===== src/rtl/uart_pkg.sv =====
// Shared UART encodings: parity modes, character lengths, transmitter FSM states.
// The BREAK state exists only when UART_TX_BREAK_EN is defined.
package uart_pkg;

   typedef enum logic [2:0] {
      PAR_NONE  = 3'd0,
      PAR_EVEN  = 3'd1,
      PAR_ODD   = 3'd2,
      PAR_MARK  = 3'd3,
      PAR_SPACE = 3'd4
   } parity_e;

   typedef enum logic [1:0] {
      CLEN_5 = 2'b00,
      CLEN_6 = 2'b01,
      CLEN_7 = 2'b10,
      CLEN_8 = 2'b11
   } char_len_e;

   typedef enum logic [2:0] {
      ST_IDLE,
      ST_START,
      ST_DATA,
      ST_PARITY,
`ifdef UART_TX_BREAK_EN
      ST_BREAK,
`endif
      ST_STOP
   } state_e;

   function automatic logic [7:0] char_mask(input logic [1:0] cl);
      return 8'hFF >> (2'd3 - cl);
   endfunction

   // Returns {enable, level}; reserved modes behave as no parity.
   function automatic logic [1:0] parity_of(input logic [2:0] mode,
                                            input logic [7:0] data,
                                            input logic [1:0] cl);
      logic p;
      p = ^(data & char_mask(cl));
      case (mode)
         PAR_EVEN:  return {1'b1, p};
         PAR_ODD:   return {1'b1, ~p};
         PAR_MARK:  return 2'b11;
         PAR_SPACE: return 2'b10;
         default:   return 2'b00;
      endcase
   endfunction

endpackage


===== src/rtl/uart_tx_ex_if.sv =====
// Write port of the transmitter FIFO: data/valid in, ready/level back.
interface uart_tx_ex_if #(
   parameter int FIFO_DEPTH = 16
);
   localparam int LW = $clog2(FIFO_DEPTH) + 1;

   logic [7:0]    tx_data_i;
   logic          tx_valid_i;
   logic          tx_ready_o;
   logic [LW-1:0] fifo_level_o;

   modport master (output tx_data_i, tx_valid_i, input tx_ready_o, fifo_level_o);
   modport slave  (input tx_data_i, tx_valid_i, output tx_ready_o, fifo_level_o);
endinterface


===== src/rtl/uart_tx_fifo.sv =====
// Synchronous FIFO with occupancy level; full/empty come straight from the pointers.
module uart_tx_fifo #(
   parameter int DEPTH = 16,
   parameter int WIDTH = 8
) (
   input  logic                     clk,
   input  logic                     rst_n,
   input  logic                     push,
   input  logic                     pop,
   input  logic [WIDTH-1:0]         wdata,
   output logic [WIDTH-1:0]         rdata,
   output logic [$clog2(DEPTH):0]   level,
   output logic                     full,
   output logic                     empty
);
   localparam int              AW       = $clog2(DEPTH);
   localparam logic [AW:0]     FULL_LVL = (AW + 1)'(DEPTH);

   logic [WIDTH-1:0] mem [DEPTH];
   logic [AW:0]      wptr_q, rptr_q;
   logic             do_push, do_pop;

   // Extra pointer bit distinguishes full from empty.
   assign level   = wptr_q - rptr_q;
   assign full    = (level == FULL_LVL);
   assign empty   = (level == '0);
   assign do_push = push && !full;
   assign do_pop  = pop && !empty;
   assign rdata   = mem[rptr_q[AW-1:0]];

   always_ff @(posedge clk or negedge rst_n) begin
      if (!rst_n) begin
         wptr_q <= '0;
         rptr_q <= '0;
      end else begin
         if (do_push) wptr_q <= wptr_q + 1'b1;
         if (do_pop)  rptr_q <= rptr_q + 1'b1;
      end
   end

   always_ff @(posedge clk) begin
      if (do_push) mem[wptr_q[AW-1:0]] <= wdata;
   end

endmodule


===== src/rtl/uart_tx_ex.sv =====
// uart_tx_ex: FIFO-buffered UART transmitter, runtime frame format, paced by baud_tick_i.
// Define UART_TX_BREAK_EN to add the break_i port and the BREAK state.
module uart_tx_ex
   import uart_pkg::*;
#(
   parameter int FIFO_DEPTH = 16,
   parameter int OSR        = 16
) (
   input  logic        clk,
   input  logic        rst_n,
   input  logic        baud_tick_i,
   input  logic        msb_first_i,
   input  logic [1:0]  char_len_i,
   input  logic [2:0]  parity_mode_i,
   input  logic        stop2_i,
   input  logic        invert_i,
`ifdef UART_TX_BREAK_EN
   input  logic        break_i,
`endif
   uart_tx_ex_if.slave wr,
   output logic        serial_out_o,
   output logic        busy_o,
   output logic        tx_complete_o
);
   localparam logic [4:0] CNT_MAX = 5'(OSR - 1);

   state_e     state_q, state_d;
   logic [4:0] cnt_q, cnt_d;
   logic [2:0] bit_q, bit_d;
   logic       line_q, line_d;
   logic       done_q, done_d;
   logic [7:0] char_q;
   logic [1:0] cl_q, par_q;
   logic       msb_q, stop2_q, inv_q;
   logic       last, load;
   logic       fifo_empty, fifo_full;
   logic [7:0] fifo_rdata;
`ifdef UART_TX_BREAK_EN
   logic       brk_load;
`endif

   uart_tx_fifo #(.DEPTH(FIFO_DEPTH), .WIDTH(8)) u_fifo (
      .clk   (clk),
      .rst_n (rst_n),
      .push  (wr.tx_valid_i),
      .pop   (load),
      .wdata (wr.tx_data_i),
      .rdata (fifo_rdata),
      .level (wr.fifo_level_o),
      .full  (fifo_full),
      .empty (fifo_empty)
   );

   assign wr.tx_ready_o = ~fifo_full;

   // Data bit i of the latched character in wire order; top index is char_len+4.
   function automatic logic pick_bit(input logic [7:0] c, input logic [1:0] cl,
                                     input logic msb, input logic [2:0] i);
      logic [2:0] idx;
      idx = msb ? ({1'b1, cl} - i) : i;
      return c[idx];
   endfunction

   always_comb begin
      state_d = state_q;
      cnt_d   = cnt_q;
      bit_d   = bit_q;
      line_d  = line_q;
      done_d  = 1'b0;
      load    = 1'b0;
`ifdef UART_TX_BREAK_EN
      brk_load = 1'b0;
`endif
      last = baud_tick_i && (cnt_q == CNT_MAX);
      if (state_q != ST_IDLE && baud_tick_i)
         cnt_d = last ? 5'd0 : cnt_q + 5'd1;

      case (state_q)
         ST_IDLE: begin
            line_d = ~invert_i;
            if (baud_tick_i) begin
`ifdef UART_TX_BREAK_EN
               if (break_i) begin
                  state_d  = ST_BREAK;
                  brk_load = 1'b1;
                  line_d   = invert_i;
               end else
`endif
               if (!fifo_empty) load = 1'b1;
            end
         end
         ST_START: if (last) begin
            state_d = ST_DATA;
            bit_d   = 3'd0;
            line_d  = pick_bit(char_q, cl_q, msb_q, 3'd0) ^ inv_q;
         end
         ST_DATA: if (last) begin
            if (bit_q == {1'b1, cl_q}) begin
               bit_d = 3'd0;
               if (par_q[1]) begin
                  state_d = ST_PARITY;
                  line_d  = par_q[0] ^ inv_q;
               end else begin
                  state_d = ST_STOP;
                  line_d  = ~inv_q;
               end
            end else begin
               bit_d  = bit_q + 3'd1;
               line_d = pick_bit(char_q, cl_q, msb_q, bit_q + 3'd1) ^ inv_q;
            end
         end
         ST_PARITY: if (last) begin
            state_d = ST_STOP;
            line_d  = ~inv_q;
         end
         ST_STOP: if (last) begin
            if (bit_q == 3'd0 && stop2_q) begin
               bit_d = 3'd1;
            end else begin
               done_d  = 1'b1;
               state_d = ST_IDLE;
               line_d  = ~invert_i;
`ifdef UART_TX_BREAK_EN
               if (break_i) begin
                  state_d = ST_BREAK;
                  line_d  = inv_q;
               end else
`endif
               if (!fifo_empty) load = 1'b1;
            end
         end
`ifdef UART_TX_BREAK_EN
         // Space while requested, then one full bit period of mark before idling.
         ST_BREAK: begin
            line_d = break_i ? inv_q : ~inv_q;
            if (break_i)   cnt_d   = 5'd0;
            else if (last) state_d = ST_IDLE;
         end
`endif
         default: state_d = ST_IDLE;
      endcase

      // Back-to-back frames: the pop and start bit share the final stop tick.
      if (load) begin
         state_d = ST_START;
         cnt_d   = 5'd0;
         bit_d   = 3'd0;
         line_d  = invert_i;
      end
   end

   always_ff @(posedge clk or negedge rst_n) begin
      if (!rst_n) begin
         state_q <= ST_IDLE;
         cnt_q   <= '0;
         bit_q   <= '0;
         line_q  <= 1'b1;
         done_q  <= 1'b0;
         char_q  <= '0;
         cl_q    <= '0;
         par_q   <= '0;
         msb_q   <= 1'b0;
         stop2_q <= 1'b0;
         inv_q   <= 1'b0;
      end else begin
         state_q <= state_d;
         cnt_q   <= cnt_d;
         bit_q   <= bit_d;
         line_q  <= line_d;
         done_q  <= done_d;
         if (load) begin
            char_q  <= fifo_rdata & char_mask(char_len_i);
            cl_q    <= char_len_i;
            par_q   <= parity_of(parity_mode_i, fifo_rdata, char_len_i);
            msb_q   <= msb_first_i;
            stop2_q <= stop2_i;
            inv_q   <= invert_i;
         end
`ifdef UART_TX_BREAK_EN
         else if (brk_load) inv_q <= invert_i;
`endif
      end
   end

   assign serial_out_o  = line_q;
   assign tx_complete_o = done_q;
   assign busy_o        = (state_q != ST_IDLE);

endmodule

===== src/flat_wrapper.sv =====
// flat-port wrapper written by rule: the top's interface ports become plain ports
module uart_tx_ex_flat import uart_pkg::*;
#(
   parameter int FIFO_DEPTH = 16,
   parameter int OSR        = 16
)
  (clk, rst_n, baud_tick_i, msb_first_i, char_len_i, parity_mode_i, stop2_i, invert_i, serial_out_o, busy_o, tx_complete_o, wr_tx_data_i, wr_tx_valid_i, wr_tx_ready_o, wr_fifo_level_o);
  uart_tx_ex_if #(.FIFO_DEPTH(FIFO_DEPTH)) wr_i ();
  input  logic clk;
  input  logic rst_n;
  input  logic baud_tick_i;
  input  logic msb_first_i;
  input  logic [1:0] char_len_i;
  input  logic [2:0] parity_mode_i;
  input  logic stop2_i;
  input  logic invert_i;
  output logic serial_out_o;
  output logic busy_o;
  output logic tx_complete_o;
  input wire logic [$bits(wr_i.tx_data_i)-1:0] wr_tx_data_i;
  input wire logic [$bits(wr_i.tx_valid_i)-1:0] wr_tx_valid_i;
  output wire logic [$bits(wr_i.tx_ready_o)-1:0] wr_tx_ready_o;
  output wire logic [$bits(wr_i.fifo_level_o)-1:0] wr_fifo_level_o;
  assign wr_i.tx_data_i = wr_tx_data_i;
  assign wr_i.tx_valid_i = wr_tx_valid_i;
  assign wr_tx_ready_o = wr_i.tx_ready_o;
  assign wr_fifo_level_o = wr_i.fifo_level_o;
  uart_tx_ex #(.FIFO_DEPTH(FIFO_DEPTH), .OSR(OSR)) u_core (.clk(clk), .rst_n(rst_n), .baud_tick_i(baud_tick_i), .msb_first_i(msb_first_i), .char_len_i(char_len_i), .parity_mode_i(parity_mode_i), .stop2_i(stop2_i), .invert_i(invert_i), .wr(wr_i), .serial_out_o(serial_out_o), .busy_o(busy_o), .tx_complete_o(tx_complete_o));
endmodule

===== config.mk =====
export PLATFORM = sky130hd
export DESIGN_NAME = uart_tx_ex_flat
export DESIGN_NICKNAME = d
export VERILOG_FILES = /design/src/rtl/uart_pkg.sv /design/src/rtl/uart_tx_ex_if.sv /design/src/rtl/uart_tx_fifo.sv /design/src/rtl/uart_tx_ex.sv /design/src/flat_wrapper.sv
export SDC_FILE = /design/constraint.sdc
export NUM_CORES = 1
export LEC_CHECK = 0
export ABC_CLOCK_PERIOD_IN_PS = 6650
export CAP_MARGIN = 20
export CORE_MARGIN = 3
export CORE_UTILIZATION = 50
export DETAILED_ROUTE_END_ITERATION = 8
export PLACE_DENSITY = 0.73
export SLEW_MARGIN = 25
export SYNTH_ARGS = -nofsm -noshare
export SYNTH_HDL_FRONTEND = slang
export SYNTH_SLANG_ARGS = --single-unit

===== constraint.sdc =====
create_clock -name clk -period 6.65 [get_ports clk]
set_clock_uncertainty 0.2 [all_clocks]
set_input_delay 1.33 -clock clk [delete_from_list [all_inputs] [get_ports clk]]
set_output_delay 1.33 -clock clk [all_outputs]
set_load 0.05 [all_outputs]

==> results of run 1 <==
==> cell type report <==
cell class	instances	area, µm²
Sequential cell	166	4800
Timing Repair Buffer	35	328
Clock buffer	17	425
Multi-Input combinational cell	286	2430
Fill cell	1060	5800
Inverter	18	67.6
Clock inverter	15	126
Tap cell	180	225
==> layer usage <==
metal / GRT usage [%] / vias up
met5: 0 / -
met1: 25.5 / 2076
li1: - / 1921
met2: 30.8 / 132
met4: 7.05 / 0
met3: 4.25 / 21
==> synthesized netlist by cell type (all sizes together), types with 2 or more instances <==
| master | instances | area share [%] |
|---|---|---|
| o31ai | 2 | 0.20 |
| a22oi | 12 | 1.2 |
| nand2 | 65 | 3.3 |
| a31oi | 3 | 0.25 |
| edfxtp | 128 | 52 |
| o22ai | 4 | 0.34 |
| o21ai | 10 | 0.67 |
| a21oi | 9 | 0.66 |
| nand3b | 2 | 0.20 |
| nand4 | 6 | 0.50 |
| nor2 | 28 | 1.4 |
| xnor2 | 16 | 2.1 |
| inv | 18 | 0.91 |
| or3 | 4 | 0.34 |
| mux2i | 17 | 2.3 |
| or2 | 2 | 0.17 |
| dfrtp | 37 | 12 |
| nor2b | 12 | 1.0 |
| fa | 2 | 0.54 |
| a21boi | 2 | 0.20 |
| xor2 | 7 | 0.82 |
| nand2b | 4 | 0.34 |
| nor3 | 6 | 0.47 |
| buf | 13 | 1.5 |
| clkbuf | 7 | 0.49 |
| mux4 | 31 | 10 |
| nand3 | 10 | 0.67 |
| ha | 13 | 2.2 |
| mux2 | 5 | 0.76 |
==> logic make-up (layout without fill, tap and decap cells) <==
| group | count (synthesis) | after routing |
|---|---|---|
| multiplexers | 53 | 53 |
| flip-flops | 166 | 166 |
| adder cells (fa/ha/maj) | 15 | 15 |
| AO/OA/AOI/OAI | 52 | 52 |
| buffers and inverters | 38 | 85 |
| XOR/XNOR | 24 | 24 |
| AND/OR/NAND/NOR | 142 | 142 |
==> power by group through the flow <==
| stage | sequential (mW) | combinational, mW | clock, mW |
|---|---|---|---|
| after floorplan | 1.30 | 0.377 | 0 |
| after global placement | 1.31 | 0.538 | 0 |
| after detailed placement | 1.32 | 0.550 | 0 |
| after CTS | 1.30 | 0.553 | 0.938 |
| after global routing | 1.31 | 0.591 | 0.977 |
| final | 1.30 | 0.545 | 0.921 |
==> worst max-delay path by stage <==
stage	start	endpoint	slack, ns	cells past startpoint
floorplan	u_core.u_fifo.wptr_q[0]	wr_tx_ready_o	2.00	8
global placement	u_core.u_fifo.wptr_q[0]	wr_fifo_level_o[4]	2.35	8
detailed placement	u_core.u_fifo.wptr_q[0]	wr_fifo_level_o[4]	2.24	8
CTS	u_core.u_fifo.wptr_q[0]	wr_fifo_level_o[4]	1.78	8
global route	u_core.u_fifo.wptr_q[0]	wr_fifo_level_o[4]	1.62	8
finish	u_core.u_fifo.rptr_q[3]	wr_fifo_level_o[4]	1.78	6
==> worst max-delay path: cells and delay by family (launching register included) <==
kind                       cells  cell delay (ns)
buffers and inverters          2             1.14
DFF                            1             0.73
xor gates and xnor gates       1             0.52
adders and majority gates      1             0.36
AOI/OAI and AO/OA              1             0.12
and+or+nand+nor                1             0.04
==> per-stage QoR <==
stage	area (µm²)	hold slack, ns	setup slack [ns]	utilization (%)
final	8400	0.281	1.78	59.2
after global routing	8400	0.314	1.62	59.2
after CTS	8400	0.287	1.78	59.2
after detailed placement	7850	0.273	2.24	55.3
after global placement	7850	0.257	2.35	55.3
after floorplan	7440	0.240	2.00	-
==> state kept, by name (all words and copies together), names as in the netlist, 2 cells and up <==
register	count
u_core.cl_q	2
u_core.u_fifo.mem	128
u_core.u_fifo.wptr_q	5
u_core.cnt_q	5
u_core.par_q	2
u_core.bit_q	3
u_core.state_q	3
u_core.char_q	8
u_core.u_fifo.rptr_q	5
==> flow_summary.html, run 1 <==
<table>
<tr><th>Metric</th><th>Value</th></tr>
<tr><th colspan="2">STA</th></tr>
<tr><td>Tmin final</td><td>4.87 ns</td></tr>
<tr><td>Fin. Hold Viols</td><td>0</td></tr>
<tr><td>Final-layout setup total negative slack</td><td>0 ns</td></tr>
<tr><td>Setup violation total in the final timing report</td><td>0</td></tr>
<tr><td>Worst Max-Slew Pin Slew</td><td>0.969 ns</td></tr>
<tr><td>Unrepaired setup endpoints after global routing</td><td>no</td></tr>
<tr><td>Slew Limit Fails</td><td>0</td></tr>
<tr><td>Relative slew slack</td><td>roughly a third</td></tr>
<tr><td>Fmax</td><td>205 MHz</td></tr>
<tr><td>Post-route clock period utilization</td><td>73.3%</td></tr>
<tr><th colspan="2">Worst setup path</th></tr>
<tr><td>Required time of the worst setup path</td><td>5.12 ns</td></tr>
<tr><td>Highest-delay cell along the critical path</td><td>sky130_fd_sc_hd__clkdlybuf4s50_1</td></tr>
<tr><td>CP peak stage delay</td><td>0.92 ns</td></tr>
<tr><td>Critical path startpoint category</td><td>flop</td></tr>
<tr><td>Cells traversed along the worst timing path</td><td>inv_1 -&gt; ha_1 -&gt; o21a_1 -&gt; nor2_1 -&gt; xnor2_1 -&gt; clkdlybuf4s50_1</td></tr>
<tr><td>Kind of critical path</td><td>reg2out</td></tr>
<tr><td>Crit Path Max Fanout</td><td>16</td></tr>
<tr><td>FF-to-FF Start</td><td>u_core.u_fifo.rptr_q[3]</td></tr>
<tr><td>Endpoint kind of the worst setup timing path</td><td>output port</td></tr>
<tr><td>FF-to-FF path depth</td><td>8</td></tr>
<tr><td>Slack of the worst reg-to-reg path</td><td>2.56 ns</td></tr>
<tr><td>Reg-to-reg critical path endpoint</td><td>u_core.u_fifo.mem[11][2]</td></tr>
<tr><td>Arrival time worst endpoint</td><td>3.34 ns</td></tr>
<tr><th colspan="2">Yosys</th></tr>
<tr><td>Number of nets in the synthesized netlist</td><td>525</td></tr>
<tr><td>Adder and majority cell fraction of the synthesized area</td><td>2.72%</td></tr>
<tr><td>Top FF cell, synth</td><td>sky130_fd_sc_hd__edfxtp_1</td></tr>
<tr><td>Area share of and/or/nand/nor cells after synthesis</td><td>under 10%</td></tr>
<tr><td>Dominant combinational cell family by area after synthesis</td><td>multiplexers</td></tr>
<tr><td>Count of warnings emitted by yosys</td><td>0</td></tr>
<tr><td>Netlist area before placement</td><td>7440 µm²</td></tr>
<tr><td>Share of synthesized registers carrying an async set or reset</td><td>a little under a quarter</td></tr>
<tr><td>Cells after synthesis</td><td>490</td></tr>
<tr><td>Share of the synthesized area in compound gates (AO/OA/AOI/OAI)</td><td>4.68%</td></tr>
<tr><td>Number of synthesized flops with an enable pin</td><td>around 130</td></tr>
<tr><td>Xor and xnor area share after synthesis</td><td>~3.2%</td></tr>
<tr><td>Number of register bits inferred by synthesis</td><td>roughly 170</td></tr>
<tr><td>Sequential area share after synthesis</td><td>64.5%</td></tr>
<tr><td>Avg Synthesized Cell Area</td><td>around 15 µm²</td></tr>
<tr><td>Distinct cell type count after synthesis</td><td>53</td></tr>
<tr><td>Mux contribution to synthesized area</td><td>13.3%</td></tr>
<tr><th colspan="2">Power</th></tr>
<tr><td>Net Sw Frac</td><td>slightly below 30%</td></tr>
<tr><td>NetSw</td><td>a little over 0.8 mW</td></tr>
<tr><td>Portion of total power attributed to sequential cells</td><td>47.0%</td></tr>
<tr><td>Power per standard cell area</td><td>~330 nW/µm²</td></tr>
<tr><td>Worst voltage drop across the vdd grid</td><td>311 µV</td></tr>
<tr><td>Clk network pwr share</td><td>33.3%</td></tr>
<tr><td>Combinational share of power</td><td>19.7%</td></tr>
<tr><td>Cell leakage power</td><td>3.06 nW</td></tr>
<tr><td>Total power consumption of the routed design</td><td>2.76 mW</td></tr>
<tr><td>Internal Power</td><td>between 1.5 and 2 mW</td></tr>
<tr><th colspan="2">Hold path</th></tr>
<tr><td>Worst Hold Endpoint</td><td>u_core.char_q[1]</td></tr>
<tr><td>Number of cells on the worst hold path</td><td>2</td></tr>
<tr><td>Hold WC Path Type</td><td>reg2reg</td></tr>
<tr><td>Worst Min Path Start</td><td>u_core.char_q[1]</td></tr>
<tr><th colspan="2">CTS</th></tr>
<tr><td>Number of buffers on the longest clock path</td><td>2</td></tr>
<tr><td>Number of gates resized after cts</td><td>0</td></tr>
<tr><td>Buffers inserted by post-CTS timing repair</td><td>0</td></tr>
<tr><td>Clk sink count</td><td>around 170</td></tr>
<tr><td>CTS hold repair buffers</td><td>0</td></tr>
<tr><td>Max H-tree Level</td><td>4</td></tr>
<tr><td>Clock buffers created by TritonCTS</td><td>17</td></tr>
<tr><td>Clock latency on the worst-skew pair</td><td>roughly 0.42 ns</td></tr>
<tr><td>Clock Tree Root</td><td>sky130_fd_sc_hd__clkbuf_16</td></tr>
<tr><td>Clock tree from TritonCTS</td><td>done</td></tr>
<tr><td>Clock-pin slew on the worst setup and hold paths</td><td>approximately 0.060 ns</td></tr>
<tr><th colspan="2">Floorplanning</th></tr>
<tr><td>Die area</td><td>~16,000 µm²</td></tr>
<tr><td>Die Ht</td><td>128 µm</td></tr>
<tr><td>Core Footprint</td><td>14,200 µm²</td></tr>
<tr><td>Die Span X</td><td>128 µm</td></tr>
<tr><td>Number of cell rows</td><td>43</td></tr>
<tr><td>Starting density of the core</td><td>52.4%</td></tr>
<tr><td>Number of top-level pins</td><td>29</td></tr>
<tr><th colspan="2">GRT</th></tr>
<tr><td>GRT Util Overall</td><td>19.0%</td></tr>
<tr><td>Via count of the first global-routing pass</td><td>4,227</td></tr>
<tr><td>Maximum number of pins on one net before global-route repair</td><td>41</td></tr>
<tr><td>First-pass GRT wire length</td><td>23,200 µm</td></tr>
<tr><td>Global route overflow</td><td>0</td></tr>
<tr><td>Number of antenna violations at the first check in global routing</td><td>0</td></tr>
<tr><th colspan="2">Drt</th></tr>
<tr><td>Count of unresolved DRC violations after routing</td><td>0</td></tr>
<tr><td>Detailed-router iteration count before antenna repair</td><td>4</td></tr>
<tr><td>Detailed Route Iter0 Violations</td><td>262</td></tr>
<tr><td>Top Metal Used</td><td>met4</td></tr>
<tr><td>Wire length reported by the detailed router</td><td>14,700 µm</td></tr>
<tr><td>Met2 Routed Length</td><td>7380 µm</td></tr>
<tr><td>Post-route ant nets</td><td>0</td></tr>
<tr><td>Post-Route M1 WL</td><td>6290 µm</td></tr>
<tr><td>Via/cell ratio</td><td>5.79</td></tr>
<tr><td>Met3 layer wire length in the routed design</td><td>706 µm</td></tr>
<tr><td>Average wire per cell in the routed design</td><td>20.5 µm</td></tr>
<tr><td>Total via count after detailed routing</td><td>slightly above 4,000</td></tr>
<tr><th colspan="2">Layout</th></tr>
<tr><td>Antenna fix cells</td><td>0</td></tr>
<tr><td>Leading cell types in the layout, fill and taps excluded</td><td>128 x sky130_fd_sc_hd__edfxtp_1, 65 x sky130_fd_sc_hd__nand2_1, 36 x sky130_fd_sc_hd__dfrtp_1</td></tr>
<tr><td>Area delta synth-&gt;final</td><td>13.0%</td></tr>
<tr><td>Non-filler cells, final</td><td>717</td></tr>
<tr><td>Nets</td><td>approximately 560</td></tr>
<tr><td>Most common cell after layout, fill and taps aside</td><td>sky130_fd_sc_hd__edfxtp_1</td></tr>
<tr><td>Fraction of final layout cells with drive strength greater than 1</td><td>11.9%</td></tr>
<tr><th colspan="2">Placed design</th></tr>
<tr><td>HPWL Detailed</td><td>9610 µm</td></tr>
<tr><td>Weighted congestion at the end of routability-driven global placement</td><td>0.831</td></tr>
<tr><td>Number of port buffers</td><td>28</td></tr>
<tr><td>Total placed cells including tap cells</td><td>685</td></tr>
<tr><th colspan="2">Status</th></tr>
<tr><td>Outcome</td><td>finished, final reports clean</td></tr>
<tr><th colspan="2">Run</th></tr>
<tr><td>Max cap viols</td><td>0</td></tr>
</table>
(Power assumes the default switching activity.)
==> run 2, diff against run 1 <==
--- a/config.mk
+++ b/config.mk
@@ -5,7 +5,7 @@
 export SDC_FILE = /design/constraint.sdc
 export NUM_CORES = 1
 export LEC_CHECK = 0
-export ABC_CLOCK_PERIOD_IN_PS = 6650
+export ABC_CLOCK_PERIOD_IN_PS = 4800
 export CAP_MARGIN = 20
 export CORE_MARGIN = 3
 export CORE_UTILIZATION = 50
==> constraint.sdc (replaced) <==
create_clock -name clk -period 4.8 [get_ports clk]
set_clock_uncertainty 0.2 [all_clocks]
set_input_delay 0.96 -clock clk [delete_from_list [all_inputs] [get_ports clk]]
set_output_delay 0.96 -clock clk [all_outputs]
set_load 0.05 [all_outputs]
==> flow_summary.html, run 2 (synthesis gave the netlist of run 1 again) <==
<table>
<tr><th>Metric</th><th>Value</th></tr>
<tr><th colspan="2">STA</th></tr>
<tr><td>Final-layout setup total negative slack</td><td>0 ns</td></tr>
<tr><td>Post-route clock period utilization</td><td>93.4%</td></tr>
<tr><td>Relative slew slack</td><td>42.9%</td></tr>
<tr><td>Tmin final</td><td>4.48 ns</td></tr>
<tr><td>Setup violation total in the final timing report</td><td>0</td></tr>
<tr><td>Worst Max-Slew Pin Slew</td><td>0.856 ns</td></tr>
<tr><td>Fmax</td><td>223 MHz</td></tr>
<tr><td>Fin. Hold Viols</td><td>0</td></tr>
<tr><td>Unrepaired setup endpoints after global routing</td><td>no</td></tr>
<tr><td>Worst slack on hold paths</td><td>0.287 ns</td></tr>
<tr><td>Slew Limit Fails</td><td>0</td></tr>
<tr><th colspan="2">Floorplanning</th></tr>
<tr><td>Die Span X</td><td>128 µm</td></tr>
<tr><td>Die area</td><td>approximately 16,000 µm²</td></tr>
<tr><td>Starting density of the core</td><td>52.4%</td></tr>
<tr><td>Number of top-level pins</td><td>29</td></tr>
<tr><td>Number of cell rows</td><td>43</td></tr>
<tr><td>Core Footprint</td><td>14,200 µm²</td></tr>
<tr><td>Die Ht</td><td>128 µm</td></tr>
<tr><th colspan="2">Worst setup path</th></tr>
<tr><td>Endpoint kind of the worst setup timing path</td><td>output port</td></tr>
<tr><td>CP peak stage delay</td><td>roughly 0.9 ns</td></tr>
<tr><td>Arrival time worst endpoint</td><td>3.32 ns</td></tr>
<tr><td>Crit Path Max Fanout</td><td>7</td></tr>
<tr><td>Critical path startpoint category</td><td>flop</td></tr>
<tr><td>Cells traversed along the worst timing path</td><td>inv_1 -&gt; ha_1 -&gt; fa_1 -&gt; nor2b_1 -&gt; o21a_1 -&gt; nor2_1 -&gt; xnor2_1 -&gt; clkdlybuf4s50_1</td></tr>
<tr><td>Highest-delay cell along the critical path</td><td>sky130_fd_sc_hd__clkdlybuf4s50_1</td></tr>
<tr><td>Kind of critical path</td><td>reg2out</td></tr>
<tr><td>Crit path launch</td><td>u_core.u_fifo.wptr_q[0]</td></tr>
<tr><td>Required time of the worst setup path</td><td>between 3 and 4 ns</td></tr>
<tr><td>FF-to-FF Start</td><td>u_core.u_fifo.wptr_q[0]</td></tr>
<tr><th colspan="2">CTS</th></tr>
<tr><td>Number of gates resized after cts</td><td>0</td></tr>
<tr><td>Clk sink count</td><td>166</td></tr>
<tr><td>CTS hold repair buffers</td><td>0</td></tr>
<tr><td>Clock buffers created by TritonCTS</td><td>17</td></tr>
<tr><td>Clock tree from TritonCTS</td><td>done</td></tr>
<tr><td>Number of buffers on the longest clock path</td><td>2</td></tr>
<tr><td>Clock latency on the worst-skew pair</td><td>0.42 ns</td></tr>
<tr><td>Max H-tree Level</td><td>4</td></tr>
<tr><td>Clock Tree Root</td><td>sky130_fd_sc_hd__clkbuf_16</td></tr>
<tr><td>Clock-pin slew on the worst setup and hold paths</td><td>0.06 ns</td></tr>
<tr><td>Buffers inserted by post-CTS timing repair</td><td>0</td></tr>
<tr><th colspan="2">Placed design</th></tr>
<tr><td>Weighted congestion at the end of routability-driven global placement</td><td>0.797</td></tr>
<tr><td>Number of port buffers</td><td>28</td></tr>
<tr><td>HPWL Detailed</td><td>9810 µm</td></tr>
<tr><td>Total placed cells including tap cells</td><td>697</td></tr>
<tr><th colspan="2">Drt</th></tr>
<tr><td>Post-route ant nets</td><td>0</td></tr>
<tr><td>Via/cell ratio</td><td>5.74</td></tr>
<tr><td>Detailed-router iteration count before antenna repair</td><td>5</td></tr>
<tr><td>Detailed Route Iter0 Violations</td><td>317</td></tr>
<tr><td>Wire length reported by the detailed router</td><td>roughly 15,000 µm</td></tr>
<tr><td>Total via count after detailed routing</td><td>4,176</td></tr>
<tr><td>Average wire per cell in the routed design</td><td>20.0 µm</td></tr>
<tr><td>Count of unresolved DRC violations after routing</td><td>0</td></tr>
<tr><th colspan="2">Layout</th></tr>
<tr><td>Area delta synth-&gt;final</td><td>14.7%</td></tr>
<tr><td>Area of all sequential standard cells</td><td>approximately 4800 µm²</td></tr>
<tr><td>Antenna fix cells</td><td>0</td></tr>
<tr><td>Number of flip-flops in the largest register</td><td>~130</td></tr>
<tr><td>Post-route core utilization</td><td>around three fifths</td></tr>
<tr><td>Fillcell total</td><td>between 1,000 and 1,500</td></tr>
<tr><td>Non-filler cells, final</td><td>between 700 and 800</td></tr>
<tr><td>Fraction of final layout cells with drive strength greater than 1</td><td>a little over an eighth</td></tr>
<tr><td>Area of the multi-input gates</td><td>2430 µm²</td></tr>
<tr><td>Most common cell after layout, fill and taps aside</td><td>sky130_fd_sc_hd__edfxtp_1</td></tr>
<tr><td>Leading cell types in the layout, fill and taps excluded</td><td>128 x sky130_fd_sc_hd__edfxtp_1, 65 x sky130_fd_sc_hd__nand2_1, 36 x sky130_fd_sc_hd__dfrtp_1</td></tr>
<tr><td>Nets</td><td>571</td></tr>
<tr><th colspan="2">Power</th></tr>
<tr><td>NetSw</td><td>1.13 mW</td></tr>
<tr><td>Internal Power</td><td>roughly 2.8 mW</td></tr>
<tr><td>Worst voltage drop across the vdd grid</td><td>roughly 320 µV</td></tr>
<tr><td>Power per standard cell area</td><td>462 nW/µm²</td></tr>
<tr><td>Cell leakage power</td><td>3.14 nW</td></tr>
<tr><td>Total power consumption of the routed design</td><td>~3.9 mW</td></tr>
<tr><td>Portion of total power attributed to sequential cells</td><td>45.4%</td></tr>
<tr><td>Clk network pwr share</td><td>34.7%</td></tr>
<tr><td>Net Sw Frac</td><td>28.6%</td></tr>
<tr><td>Combinational share of power</td><td>19.9%</td></tr>
<tr><th colspan="2">GRT</th></tr>
<tr><td>GRT Util Overall</td><td>a little under a fifth</td></tr>
<tr><td>Maximum number of pins on one net before global-route repair</td><td>41</td></tr>
<tr><td>First-pass GRT wire length</td><td>approximately 23,000 µm</td></tr>
<tr><td>Global route overflow</td><td>0</td></tr>
<tr><td>Number of antenna violations at the first check in global routing</td><td>0</td></tr>
<tr><td>Via count of the first global-routing pass</td><td>~4,200</td></tr>
<tr><th colspan="2">Status</th></tr>
<tr><td>Outcome</td><td>finished, final reports clean</td></tr>
<tr><th colspan="2">Run</th></tr>
<tr><td>Max cap viols</td><td>0</td></tr>
<tr><th colspan="2">Hold path</th></tr>
<tr><td>Hold WC Path Type</td><td>reg2reg</td></tr>
<tr><td>Worst Min Path Start</td><td>u_core.char_q[3]</td></tr>
</table>
run 2: stage by stage:
stage / worst slack, ns / area, µm²
CTS: 0.330 / 8540
global route: 0.108 / 8540
finish: 0.319 / 8540
global placement: 0.850 / 7940
floorplan: 0.524 / 7440
detailed placement: 0.781 / 7940
run 2: final cells by class:
cell class,count,share of cell area (%)
Sequential cell,166,56.2
Multi-Input combinational cell,286,28.5
Clock buffer,17,4.98
Timing Repair Buffer,47,4.90
Tap cell,180,2.64
Clock inverter,13,1.98
Inverter,18,0.792
run 2: critical path, delay by kind of cell, from the launching register on:
kind | cells | cell delay (ns)
compound gates | 1 | 0.14
fa+ha+maj | 2 | 0.66
xor+xnor | 1 | 0.45
flops | 1 | 0.39
simple gates | 2 | 0.21
buf+inv | 2 | 1.04
run 2: path summary, 6_finish.rpt:
path | cells past startpoint | slack (ns) | end
worst max-delay path | 8 | 0.32 | wr_fifo_level_o[4]
worst min-delay path | 2 | 0.29 | u_core.char_q[3]
worst max register to register | 10 | 0.92 | u_core.u_fifo.mem[14][5]
worst min register to register | 2 | 0.29 | u_core.char_q[3]
max in group asynchronous | 1 | 3.37 | u_core.u_fifo.rptr_q[0]
min in group asynchronous | 1 | 0.45 | u_core.cnt_q[3]
run 2: power groups by stage:
stage / logic (mW) / registers [mW] / clock network, mW
finish: 0.783 / 1.79 / 1.37
global route: 0.849 / 1.81 / 1.45
CTS: 0.787 / 1.79 / 1.40
detailed placement: 0.784 / 1.82 / 0
global placement: 0.763 / 1.81 / 0
floorplan: 0.523 / 1.80 / 0
run 2: per-layer routing:
layer,vias up,wire length [µm],global-route usage (%)
met1,2112,6420,25.5
met5,-,0,0
met2,97,7250,30.1
met4,0,255,6.62
met3,25,576,4.21
li1,1942,-,-
